===== config.mk =====
export PLATFORM = sky130hd
export DESIGN_NAME = fpf_encoder_pipe
export DESIGN_NICKNAME = d
export VERILOG_FILES = /design/src/rtl/fpf_pkg.sv /design/src/rtl/fpf_enc_stage.sv /design/src/rtl/fpf_encoder_pipe.sv
export SDC_FILE = /design/constraint.sdc
export NUM_CORES = 1
export LEC_CHECK = 0
export ABC_AREA = 1
export ABC_CLOCK_PERIOD_IN_PS = 8900
export BUFFER_PORTS_ARGS = -buffer_cell sky130_fd_sc_hd__buf_2
export CAP_MARGIN = 20
export CELL_PAD_IN_SITES_DETAIL_PLACEMENT = 1
export CELL_PAD_IN_SITES_GLOBAL_PLACEMENT = 1
export CORE_AREA = 2 2 282 284
export CTS_BUF_LIST = sky130_fd_sc_hd__clkbuf_2 sky130_fd_sc_hd__clkbuf_4 sky130_fd_sc_hd__clkbuf_8
export CTS_CLUSTER_SIZE = 20
export DETAILED_ROUTE_END_ITERATION = 8
export DIE_AREA = 0 0 284 286
export PLACE_DENSITY_LB_ADDON = 0.1
export SYNTH_ARGS = -nofsm -noshare
export SYNTH_HDL_FRONTEND = slang
export SYNTH_HIERARCHICAL = 1
export SYNTH_SLANG_ARGS = --single-unit

===== constraint.sdc =====
create_clock -name clock -period 8.9 [get_ports clock]
set_clock_uncertainty 0.15 [all_clocks]
set_input_delay 0.89 -clock clock [delete_from_list [all_inputs] [get_ports clock]]
set_output_delay 0.89 -clock clock [all_outputs]
set_load 0.005 [all_outputs]

===== src/rtl/fpf_pkg.sv =====
// Fibonacci-code (FPF) helpers shared by the encoder and the future decoder.
//   fns(k)               : Fibonacci number, fns(1)=fns(2)=1
//   fpf_dw(n)            : input data width for an n-bit code
//   fpf_per(n,s)         : bit decisions per stage (ceiling split)
//   fpf_stage_dec(n,s,i) : decisions performed by stage i (last stage takes the shortfall)
//   fpf_stage_hi(n,s,i)  : code bit index of the first decision in stage i
package fpf_pkg;

  function automatic longint unsigned fns(input int k);
    longint unsigned a = 1;
    longint unsigned b = 1;
    longint unsigned t;
    for (int i = 3; i <= k; i++) begin
      t = a + b;
      a = b;
      b = t;
    end
    return b;
  endfunction

  function automatic int fpf_dw(input int n);
    return $clog2(fns(n + 2));
  endfunction

  function automatic int fpf_per(input int n, input int stages);
    return (n - 1 + stages - 1) / stages;
  endfunction

  function automatic int fpf_stage_dec(input int n, input int stages, input int idx);
    int rem;
    rem = n - 1 - idx * fpf_per(n, stages);
    if (rem < 0) return 0;
    if (rem > fpf_per(n, stages)) return fpf_per(n, stages);
    return rem;
  endfunction

  function automatic int fpf_stage_hi(input int n, input int stages, input int idx);
    return n - 1 - idx * fpf_per(n, stages);
  endfunction

endpackage


===== src/rtl/fpf_enc_stage.sv =====
// One FPF encoder pipeline stage: CNT sequential bit decisions starting at
// code bit HI and walking down, followed by a stall-gated stage register.
// Ports:
//   clock, reset  : clock and synchronous active-high reset (valid bit only)
//   i_adv         : global advance; the register loads only when high
//   i_vld/i_rem/i_code/i_err : beat entering the stage
//   o_vld/o_rem/o_code/o_err : registered beat leaving the stage
module fpf_enc_stage
  import fpf_pkg::*;
#(
  parameter int N   = 28,
  parameter int DW  = 20,
  parameter int HI  = 27,
  parameter int CNT = 7
) (
  input  logic          clock,
  input  logic          reset,
  input  logic          i_adv,
  input  logic          i_vld,
  input  logic [DW-1:0] i_rem,
  input  logic [N-1:0]  i_code,
  input  logic          i_err,
  output logic          o_vld,
  output logic [DW-1:0] o_rem,
  output logic [N-1:0]  o_code,
  output logic          o_err
);

  localparam logic [N-1:0] ONE = {{(N-1){1'b0}}, 1'b1};

  logic          w_prev0;
  logic          w_bit;
  logic [DW-1:0] w_rem;
  logic [N-1:0]  w_code;
  logic          r_vld_p0;
  logic [DW-1:0] r_rem_p0;
  logic [N-1:0]  r_code_p0;
  logic          r_err_p0;

  // The undecided middle case repeats the bit above; the top code bit has
  // nothing above it and behaves as if that bit were 0.
  if (CNT > 0 && HI < N - 1) begin : g_prev
    assign w_prev0 = i_code[HI+1];
  end else begin : g_top
    assign w_prev0 = 1'b0;
  end

  always_comb begin
    w_rem  = i_rem;
    w_code = i_code;
    w_bit  = w_prev0;
    for (int j = 0; j < CNT; j++) begin
      if (w_rem < DW'(fns(HI - j + 1)))
        w_bit = 1'b0;
      else if (w_rem >= DW'(fns(HI - j + 2)))
        w_bit = 1'b1;
      w_code = (w_code & ~(ONE << (HI - j))) | ({{(N-1){1'b0}}, w_bit} << (HI - j));
      if (w_bit)
        w_rem = w_rem - DW'(fns(HI - j + 1));
    end
    // Bit 0 is the remainder; later stages overwrite it until the last one.
    w_code[0] = w_rem[0];
    if (i_err)
      w_code = '0;
  end

  // ---- stage register boundary ----
  always_ff @(posedge clock) begin
    if (reset)
      r_vld_p0 <= 1'b0;
    else if (i_adv)
      r_vld_p0 <= i_vld;
  end

  always_ff @(posedge clock) begin
    if (i_adv) begin
      r_rem_p0  <= w_rem;
      r_code_p0 <= w_code;
      r_err_p0  <= i_err;
    end
  end

  assign o_vld  = r_vld_p0;
  assign o_rem  = r_rem_p0;
  assign o_code = r_code_p0;
  assign o_err  = r_err_p0;

endmodule


===== src/rtl/fpf_encoder_pipe.sv =====
// Pipelined FPF (Fibonacci-code) encoder with a valid/ready stream on each
// side and a single global stall.
// Ports:
//   clock, reset         : clock, synchronous active-high reset
//   in_valid/in_ready    : input handshake; datain is DW-bit unsigned
//   out_valid/out_ready  : output handshake
//   codeout              : N-bit codeword (zero when out_valid is low)
//   out_err              : source value was >= fns(N+2)
module fpf_encoder_pipe
  import fpf_pkg::*;
#(
  parameter  int N      = 28,
  parameter  int STAGES = 4,
  localparam int DW     = fpf_dw(N)
) (
  input  logic          clock,
  input  logic          reset,
  input  logic          in_valid,
  output logic          in_ready,
  input  logic [DW-1:0] datain,
  output logic          out_valid,
  input  logic          out_ready,
  output logic [N-1:0]  codeout,
  output logic          out_err
);

  if (N < 3 || N > 40 || STAGES < 1 || STAGES > N - 1) begin : g_param_check
    $error("fpf_encoder_pipe: N must be 3..40 and STAGES 1..N-1");
  end

  // One extra bit so the range limit is representable even when it is 2**DW.
  localparam logic [DW:0] LIMIT = (DW + 1)'(fns(N + 2));

  logic          w_adv;
  logic          w_vld  [0:STAGES];
  logic [DW-1:0] w_rem  [0:STAGES];
  logic [N-1:0]  w_code [0:STAGES];
  logic          w_err  [0:STAGES];
  // The last remainder has already been folded into code bit 0.
  logic [DW-1:0] w_rem_unused;

  // Everything moves together unless a valid output is being held back.
  assign w_adv    = ~out_valid | out_ready;
  assign in_ready = w_adv | reset;

  assign w_vld[0]  = in_valid;
  assign w_rem[0]  = datain;
  assign w_code[0] = '0;
  assign w_err[0]  = ({1'b0, datain} >= LIMIT);

  for (genvar s = 0; s < STAGES; s++) begin : g_stage
    // ---- stage s boundary ----
    fpf_enc_stage #(
      .N   (N),
      .DW  (DW),
      .HI  (fpf_stage_hi(N, STAGES, s)),
      .CNT (fpf_stage_dec(N, STAGES, s))
    ) u_stage (
      .clock  (clock),
      .reset  (reset),
      .i_adv  (w_adv),
      .i_vld  (w_vld[s]),
      .i_rem  (w_rem[s]),
      .i_code (w_code[s]),
      .i_err  (w_err[s]),
      .o_vld  (w_vld[s+1]),
      .o_rem  (w_rem[s+1]),
      .o_code (w_code[s+1]),
      .o_err  (w_err[s+1])
    );
  end

  assign w_rem_unused = w_rem[STAGES];

  // Data registers are never reset, so outputs are qualified by the
  // (reset) valid bit to read as zero after reset.
  assign out_valid = w_vld[STAGES];
  assign codeout   = out_valid ? w_code[STAGES] : '0;
  assign out_err   = out_valid & w_err[STAGES];

endmodule


==> qor.txt <==
WP data required: 9060 ps
WHS: 350 ps
Crit-path leading delay family: simple AND/OR/NAND/NOR gates
Post-Synthesis Cell Area: 0.0299 mm^2
# setup viols final: 0
Hold WC Path Type: reg -> reg
Fillers: 11,300
Area growth, synth to finish: 30.3%
Area after DPL: 0.0357 mm^2
CP max FO: 8
CTS HTree Levels: 4
Root Buffer: clkbuf_8
RePlAce Congestion: 0.927
Ys Warns: 6
Max-cap violations: 0
Post-CTS Hold Buffers: 0
Drt total wl: 116,000 um
First-pass GRT wire length: 182,000 um
CP Launch Type: flop
Inst Count DP: 7,213
Drt initial violations: 1,674
Critical Path AT: 8920 ps
Largest net degree at the start of global routing: 72
Worst slew pin tran: 1060 ps
Cells after Synth: 5,548
Detailed-route via count: 37,300
Later-pin clock latency in the skew report: 560 ps
Tcrit/Tclk final: 0.985
Overall die area: 0.0812 mm^2
Crit path top cell by count: nand2_2
Crit-path max cell delay: 390 ps
Die Y-Extent: 286 um
Final nets: 6,356
Critical Path Slowest Stage Cell: edfxtp_1
Gr usage total: 0.268
# port buffers: 54
Critical path buffers and inverters: 11
DR pass1 iterations: 6
Gr ovfl total: 0
DR WL/cell: 15.8 um
Ports: 55
Number of routed nets with antenna violations: 0
Hpwl dp: 93,400 um
RSZ-0062 raised after global routing: true
FP Rows: 103
Critical path class: reg -> reg
Status: complete, no violations
Die Span X: 284 um
Relative slew slack: 0.296
Starting Density: 0.382
Critical Path End Type: flop
Layout cell share with drive strength beyond 1: 0.282
Vias in the first global route: 37,000
Final min period: 8760 ps
Sink Count: 138
TritonCTS Buffers: 17
Avg Cell Area, Syn: 5.40 um^2
Layout Cells excl Fill: 7,344
CTS tree: yes
Syn Nets: 5,624
Worst-path clk slew: 100 ps
Fin. Hold Viols: 0
Post-route DRC violation count: 0
Cell area after layout: 0.0390 mm^2
Initial antenna violation count: 1
Longest Clk Path Bufs: 2
Placeable Area: 0.0784 mm^2
Vias/cell: 5.08
Peak Freq: 114 MHz
Slew Limit Fails: 0
==> metal layers <==
metal / vias up / GRT usage / share of wire
met5: - / 0 / 0
met4: 0 / 0.0616 / 0.020
met2: 498 / 0.474 / 0.49
met3: 126 / 0.0153 / 0.024
met1: 17800 / 0.357 / 0.47
li1: 18900 / - / -
==> sequential cells by signal, summed over array words and instances, names as in the netlist <==
name / count
g_stage.u_stage/o_vld: 4
g_stage.u_stage/o_err: 4
g_stage.u_stage/o_code: 70
g_stage.u_stage/o_rem: 60
==> through the flow <==
stage | setup WS (ps) | setup TNS, ps | utilization
final | 135 | 0 | 0.498
after CTS | 2.76 | 0 | 0.463
after floorplan | 45.9 | 0 | -
after global routing | -388 | -9750 | 0.498
after global placement | -95.1 | -1670 | 0.456
after detailed placement | -361 | -11520 | 0.456
==> layout make-up <==
type	count	area, um^2	area share
antenna	1	2.50	0.0000641
timing repair inverter	1	8.76	0.000224
multi-input combinational	4505	23800	0.610
sequential	138	4110	0.105
timing repair buffer	793	6230	0.160
tap	1050	1310	0.0337
inverter	824	3160	0.0809
clock buffer	17	234	0.00600
clock inverter	15	176	0.00452
==> cells in the final DEF (no fill, tap or decap), types with 17 or more instances in the layout <==
| cell type | instances |
|---|---|
| nand2_1 | 1858 |
| buf_4 | 687 |
| nor2_1 | 666 |
| inv_1 | 652 |
| nand3_1 | 590 |
| nand2_2 | 289 |
| inv_2 | 147 |
| xor2_1 | 136 |
| edfxtp_1 | 134 |
| nor2_2 | 116 |
| nand4_1 | 105 |
| nand3_2 | 87 |
| nand2_4 | 69 |
| o21ai_0 | 68 |
| nor2_4 | 64 |
| a21oi_1 | 61 |
| nand3b_1 | 55 |
| buf_2 | 53 |
| o21ai_1 | 51 |
| nor3_1 | 41 |
| ha_1 | 38 |
| o21ai_2 | 30 |
| buf_6 | 26 |
| a21oi_2 | 23 |
| nand3_4 | 19 |
| clkbuf_8 | 17 |
==> worst min-delay path, cell delays in order (launching register included) <==
cell	delay [ps]
dfxtp_1	340
mux2i_1	70
nor2_1	70
==> worst paths after layout <==
check                                             startpoint                          end  slack [ps]  depth (start not counted)
worst max-delay path            g_stage[0].u_stage/o_rem[13]  g_stage[1].u_stage/o_rem[6]         140                         72
worst min-delay path                g_stage[0].u_stage/o_vld     g_stage[1].u_stage/o_vld         350                          2
worst max register to register  g_stage[0].u_stage/o_rem[13]  g_stage[1].u_stage/o_rem[6]         140                         72
worst min register to register      g_stage[0].u_stage/o_vld     g_stage[1].u_stage/o_vld         350                          2
==> timing repair <==
action | 4_1_cts | 5_1_grt
setup endpoints to repair | 21 | 62
gates resized for setup | 23 | 527
pin swaps | 3 | 170
setup buffers | 3 | 81
gates cloned | 1 | 14
Power is not shown: default switching activity piles up to over one toggle a cycle in this logic, so the estimate is an artifact.
